File: config.mk
export PLATFORM = sky130hd
export DESIGN_NAME = pve_opponent
export DESIGN_NICKNAME = d
export VERILOG_FILES = /design/src/rtl/pve_opponent.sv
export SDC_FILE = /design/constraint.sdc
export NUM_CORES = 1
export LEC_CHECK = 0
export ABC_AREA = 1
export CAP_MARGIN = 15
export CORE_ASPECT_RATIO = 1.1
export CORE_MARGIN = 3
export CORE_UTILIZATION = 50
export CTS_BUF_LIST = sky130_fd_sc_hd__clkbuf_8
export DETAILED_ROUTE_END_ITERATION = 16
export GPL_TIMING_DRIVEN = 0
export PLACE_DENSITY = 0.73
export SYNTH_ARGS = -nofsm -noshare
export SYNTH_HDL_FRONTEND = slang
export SYNTH_SLANG_ARGS = --single-unit
File: constraint.sdc
create_clock -name clk -period 4.04 [get_ports clk]
set_clock_uncertainty 0.1 [all_clocks]
set_input_delay 0.808 -clock clk [delete_from_list [all_inputs] [get_ports clk]]
set_output_delay 0.808 -clock clk [all_outputs]
set_load 0.01 [all_outputs]
File: src/rtl/pve_opponent.sv
`default_nettype none
`timescale 1ns/1ps
// ============================================================================
//  Module   : pve_opponent
//  Purpose  : Computer-controlled second player. On a granted turn it waits a
//             speed-dependent think delay, then picks a 2-bit move from a
//             16-bit LFSR, usually steering away from the human's move, and
//             presents it with a one-cycle valid pulse.
//  Revision : 1.0 - initial release
// ============================================================================
module pve_opponent #(
    parameter int unsigned DELAY_UNIT  = 1000,
    parameter logic [7:0]  MISS_THRESH = 8'd32,
    parameter logic [15:0] DEF_SEED    = 16'hACE1
) (
    input  logic        clk,
    input  logic        rst,
    input  logic        enable,
    input  logic        req,
    input  logic [1:0]  p1_move,
    input  logic [1:0]  speed,
    input  logic [15:0] seed,
    input  logic        seed_load,
    output logic [1:0]  move,
    output logic        move_valid,
    output logic        busy
);

    // Counter must hold D-1 for the slowest speed, i.e. 4*DELAY_UNIT-1.
    localparam int              C_CNT_W   = $clog2(4 * DELAY_UNIT + 1);
    localparam logic [C_CNT_W-1:0] c_CNT_ONE = C_CNT_W'(1);

    localparam logic [1:0] c_IDLE     = 2'd0;
    localparam logic [1:0] c_THINK    = 2'd1;
    localparam logic [1:0] c_DONE     = 2'd2;
    localparam logic [1:0] c_WAIT_REL = 2'd3;

    logic [1:0]         r_state;
    logic [1:0]         w_next_state;
    logic [C_CNT_W-1:0] r_cnt;
    logic [C_CNT_W-1:0] w_load;
    logic [1:0]         r_p1;
    logic [1:0]         r_pick;
    logic [1:0]         r_move;
    logic               r_move_valid;
    logic [15:0]        r_lfsr;
    logic [15:0]        w_seed_eff;
    logic               w_lfsr_fb;
    logic [8:0]         w_thresh_diff;
    logic               w_mistake;
    logic [1:0]         w_cand;
    logic [1:0]         w_pick;

    // A zero seed would lock the LFSR, so it is replaced by the default.
    assign w_seed_eff = (seed == 16'd0) ? DEF_SEED : seed;

    // Taps 16,14,13,11 in right-shifting form: bit 16 of the polynomial is r_lfsr[0].
    assign w_lfsr_fb = r_lfsr[0] ^ r_lfsr[2] ^ r_lfsr[3] ^ r_lfsr[5];

    // Think delay D = (speed+1)*DELAY_UNIT; counter starts at D-1.
    assign w_load = C_CNT_W'((32'(speed) + 32'd1) * DELAY_UNIT - 32'd1);

    // Borrow out of (upper byte - threshold) flags the mistake path (upper < thresh).
    assign w_thresh_diff = {1'b0, r_lfsr[15:8]} - {1'b0, MISS_THRESH};
    assign w_mistake     = w_thresh_diff[8];
    assign w_cand        = r_lfsr[1:0];
    assign w_pick        = (!w_mistake && (w_cand == r_p1)) ? (w_cand + 2'd1) : w_cand;

    // LFSR: free-running, reload (with zero substitution) on reset or seed_load.
    always_ff @(posedge clk) begin
        if (!rst || seed_load) begin
            r_lfsr <= w_seed_eff;
        end else begin
            r_lfsr <= {w_lfsr_fb, r_lfsr[15:1]};
        end
    end

    // State register.
    always_ff @(posedge clk) begin
        if (!rst) begin
            r_state <= c_IDLE;
        end else begin
            r_state <= w_next_state;
        end
    end

    // Next-state logic; dropping enable aborts any turn in progress.
    always_comb begin
        w_next_state = r_state;
        if (!enable && (r_state != c_IDLE)) begin
            w_next_state = c_IDLE;
        end else begin
            case (r_state)
                c_IDLE:     if (enable && req) w_next_state = c_THINK;
                c_THINK:    if (r_cnt == '0) w_next_state = c_DONE;
                c_DONE:     w_next_state = req ? c_WAIT_REL : c_IDLE;
                c_WAIT_REL: if (!req) w_next_state = c_IDLE;
                default:    w_next_state = c_IDLE;
            endcase
        end
    end

    // Datapath: latch turn inputs, count the delay, compute and publish the pick.
    always_ff @(posedge clk) begin
        if (!rst) begin
            r_cnt        <= '0;
            r_p1         <= 2'd0;
            r_pick       <= 2'd0;
            r_move       <= 2'd0;
            r_move_valid <= 1'b0;
        end else begin
            r_move_valid <= 1'b0;
            case (r_state)
                c_IDLE: begin
                    if (enable && req) begin
                        r_p1  <= p1_move;
                        r_cnt <= w_load;
                    end
                end
                c_THINK: begin
                    if (enable) begin
                        if (r_cnt != '0) begin
                            r_cnt <= r_cnt - c_CNT_ONE;
                        end else begin
                            r_pick <= w_pick;
                        end
                    end
                end
                c_DONE: begin
                    if (enable) begin
                        r_move       <= r_pick;
                        r_move_valid <= 1'b1;
                    end
                end
                default: ;
            endcase
        end
    end

    assign move       = r_move;
    assign move_valid = r_move_valid;
    assign busy       = (r_state != c_IDLE);

endmodule
`default_nettype wire

==> flow_metrics.py <==
metrics = {
    "power": {
        "irDropWorstVdd_uv": 196,
        "leakagePower_nw": 1.28,
        "power.total_uw": 979,
        "power_density_nw_per_um2": 356,
        "combinationalPowerShare": 0.303,
        "power.switching_uw": 341,
        "power_frac_clock": 0.264,
        "switching_share": 0.348,
        "p_int_uw": 638,
        "p_seq_frac": 0.433,
    },
    "drt": {
        "route.detailed.drc": 0,
        "vias_per_cell": 4.88,
        "drtIter0Drc": 128,
        "vias": 2078,
        "routed_wl_mm": 4.75,
        "drt_first_pass_iters": 5,
        "routedWlPerCell_um": 11.1,
        "ant_nets": 0,
    },
    "worst_setup_path": {
        "r2r_setup_slack_ns": 2.27,
        "r2r_end": "r_cnt[5]",
        "worstPathRequired_ns": 4.14,
        "path_class": "in -> reg",
        "reg2reg_from": "r_cnt[0]",
        "r2r_cells": 10,
        "crit_arrival_ns": 3.81,
        "end_kind": "flop",
        "cp_max_fo": 7,
        "worst_setup_path_start_kind": "input pin",
    },
    "cts": {
        "tritoncts": "yes",
        "worstSkewPairLatency_ns": 0.29,
        "cts_resized": 0,
        "cts_root_buf": "clkbuf_8",
        "hold_buffers": 0,
        "cts_buffer_depth": 2,
        "cts_sinks": 37,
        "cts_made_buffers": 5,
        "clkTransAtPathRegs_ns": 0.08,
        "h-tree-depth": 2,
        "cts_setup_buffers": 0,
    },
    "die": {
        "core_um2": 4410,
        "io_pins": 29,
        "rows": 25,
        "die_w_um": 71.1,
        "start_util": 0.529,
        "die_h_um": 77.7,
        "die_area_um2": 5520,
    },
    "placed_design": {
        "placed_area_um2": 2660,
        "dp.cells": 418,
        "dp_hpwl_mm": 3.72,
        "port_buffers": 26,
        "gp_congestion": 0.851,
    },
    "final_layout": {
        "fillers": 427,
        "diodes": 0,
        "fin_nets": 407,
        "drive_gt1_frac": 0.137,
        "area.growth.synth_to_final_pct": 17.7,
        "stdcell_area_um2": 2750,
        "stdcell_count": 426,
    },
    "yosys": {
        "syn_area_per_cell_um2": 6.90,
        "synth_area_um2": 2330,
        "synthFlopType": "dfxtp_1",
        "synth_cells": 338,
        "synth_edf_count": 0,
        "synth_top_area_share": 0.317,
        "yosysMostFrequentCell": "nand2_1",
        "synth-seq-cells": 37,
        "synthDistinctLibCells": 37,
        "ys_seq_area_frac": 0.317,
        "synth.area.top_cells": "dfxtp_1 32%, nand2_1 11%, inv_1 8.2%",
        "ys_top_cells_by_count": "70 x nand2_1, 51 x inv_1, 48 x nor2_1, 37 x dfxtp_1, 28 x nand3_1",
        "synth_warnings": 0,
        "synthArstFlopShare": 0,
        "synth_nets": 374,
        "post-synth-top-area-cell": "dfxtp_1",
    },
    "timing": {
        "rsz0062_at_grt": "false",
        "hold_viol_final": 0,
        "hold_slack_ns": 0.356,
        "setup_viol": 0,
        "worst_pin_slew_ns": 0.483,
        "maxSlewViolCount": 0,
        "max_clock_freq_mhz": 269,
        "period_share": 0.919,
        "fin_setup_tns_ns": 0,
        "min_period_ns": 3.71,
        "relSlewSlack": 0.678,
    },
    "grt": {
        "grt_use_met2": 0.316,
        "grt_max_degree": 13,
        "gr-usage-met1": 0.227,
        "grt_pass1_wl_mm": 8.31,
        "busiest_layer": "met2",
        "antenna_found_initial": 0,
        "grt.overflow.total": 0,
        "grt_usage": 0.186,
        "grt_util_met3": 0.0402,
        "grt_pass1_vias": 1984,
    },
    "min_path": {
        "hp-class": "reg -> reg",
        "min_from": "r_lfsr[4]",
        "hold_depth": 1,
        "hold_path_end": "r_lfsr[3]",
    },
    "job": {
        "maxCapViolations": 0,
    },
    "status": {
        "status": "completed",
    },
}
[logic make-up after synthesis]
logic type	Yosys count	share of synthesized area
simple gates	168	0.329
mux	6	0.0290
flops	37	0.317
xor+xnor	4	0.0150
compound gates	49	0.130
buf+inv	63	0.114
fa+ha+maj	11	0.0654
[power groups by stage]
| stage | registers (mW) | clock network [mW] | logic, mW |
|---|---|---|---|
| after floorplan | 0.426 | 0 | 0.225 |
| after global placement | 0.431 | 0 | 0.293 |
| after detailed placement | 0.432 | 0 | 0.297 |
| after CTS | 0.423 | 0.263 | 0.299 |
| after global routing | 0.427 | 0.280 | 0.340 |
| final | 0.423 | 0.258 | 0.297 |
[stage by stage]
stage,setup slack [ns],utilization
floorplan,1.02,-
global placement,0.0371,0.603
detailed placement,-0.00844,0.603
CTS,0.309,0.623
global route,0.0316,0.623
finish,0.329,0.623
[flip-flops by register name, summed over array words and instances, names as in the netlist]
register	cells
move_valid	1
move	2
r_lfsr	16
r_pick	2
r_state	2
r_p1	2
r_cnt	12
[layout make-up]
| type | instances | area (µm²) | area share |
|---|---|---|---|
| plain buffers | 9 | 61.3 | 0.0223 |
| inverters | 54 | 205 | 0.0747 |
| multi-input cells | 238 | 1330 | 0.483 |
| clock inverters | 3 | 17.5 | 0.00638 |
| well taps | 54 | 67.6 | 0.0246 |
| repair buffers | 26 | 260 | 0.0947 |
| clock buffers | 5 | 68.8 | 0.0250 |
| flip-flops and latches | 37 | 741 | 0.270 |
[routing by layer]
| metal | share of wire | wire, µm |
|---|---|---|
| met5 | 0 | 0 |
| met4 | 0.015 | 71 |
| met3 | 0.030 | 144 |
| met2 | 0.48 | 2290 |
| met1 | 0.47 | 2240 |
[worst max path at each step]
stage | startpoint | endpoint | slack [ns]
3_5_place_dp | speed[0] | r_cnt[9] | -0.008
3_3_place_gp | speed[0] | r_cnt[9] | 0.04
2_1_floorplan | speed[0] | r_cnt[9] | 1.02
4_1_cts | speed[0] | r_cnt[9] | 0.31
6_report | speed[0] | r_cnt[9] | 0.33
5_1_grt | speed[0] | r_cnt[9] | 0.03
[worst max-delay path: stages]
cell	delay, ns
clkdlybuf4s50_1	0.61
inv_1	0.19
ha_1	0.36
xnor2_1	0.29
ha_1	0.24
inv_1	0.10
fa_1	0.55
nand2_1	0.07
inv_1	0.05
nand3_1	0.08
nand2_1	0.07
inv_1	0.03
o21ai_0	0.19
nand3_2	0.10
nand2_1	0.06
inv_1	0.03
[cells in the final DEF, fill, tap and decap left out, types with 5 or more instances in the layout]
cell type,netlist,final
a21oi_1,12,12
a31oi_1,8,8
nand2_2,5,5
nor2_1,48,48
a21oi_2,5,5
inv_1,51,51
mux2_2,6,6
clkbuf_8,0,5
buf_2,6,6
nand2_1,70,70
dfxtp_1,37,37
ha_1,9,9
nand3_1,28,28
clkdlybuf4s50_1,0,26
o21ai_0,13,13
(Power assumes the default switching activity.)
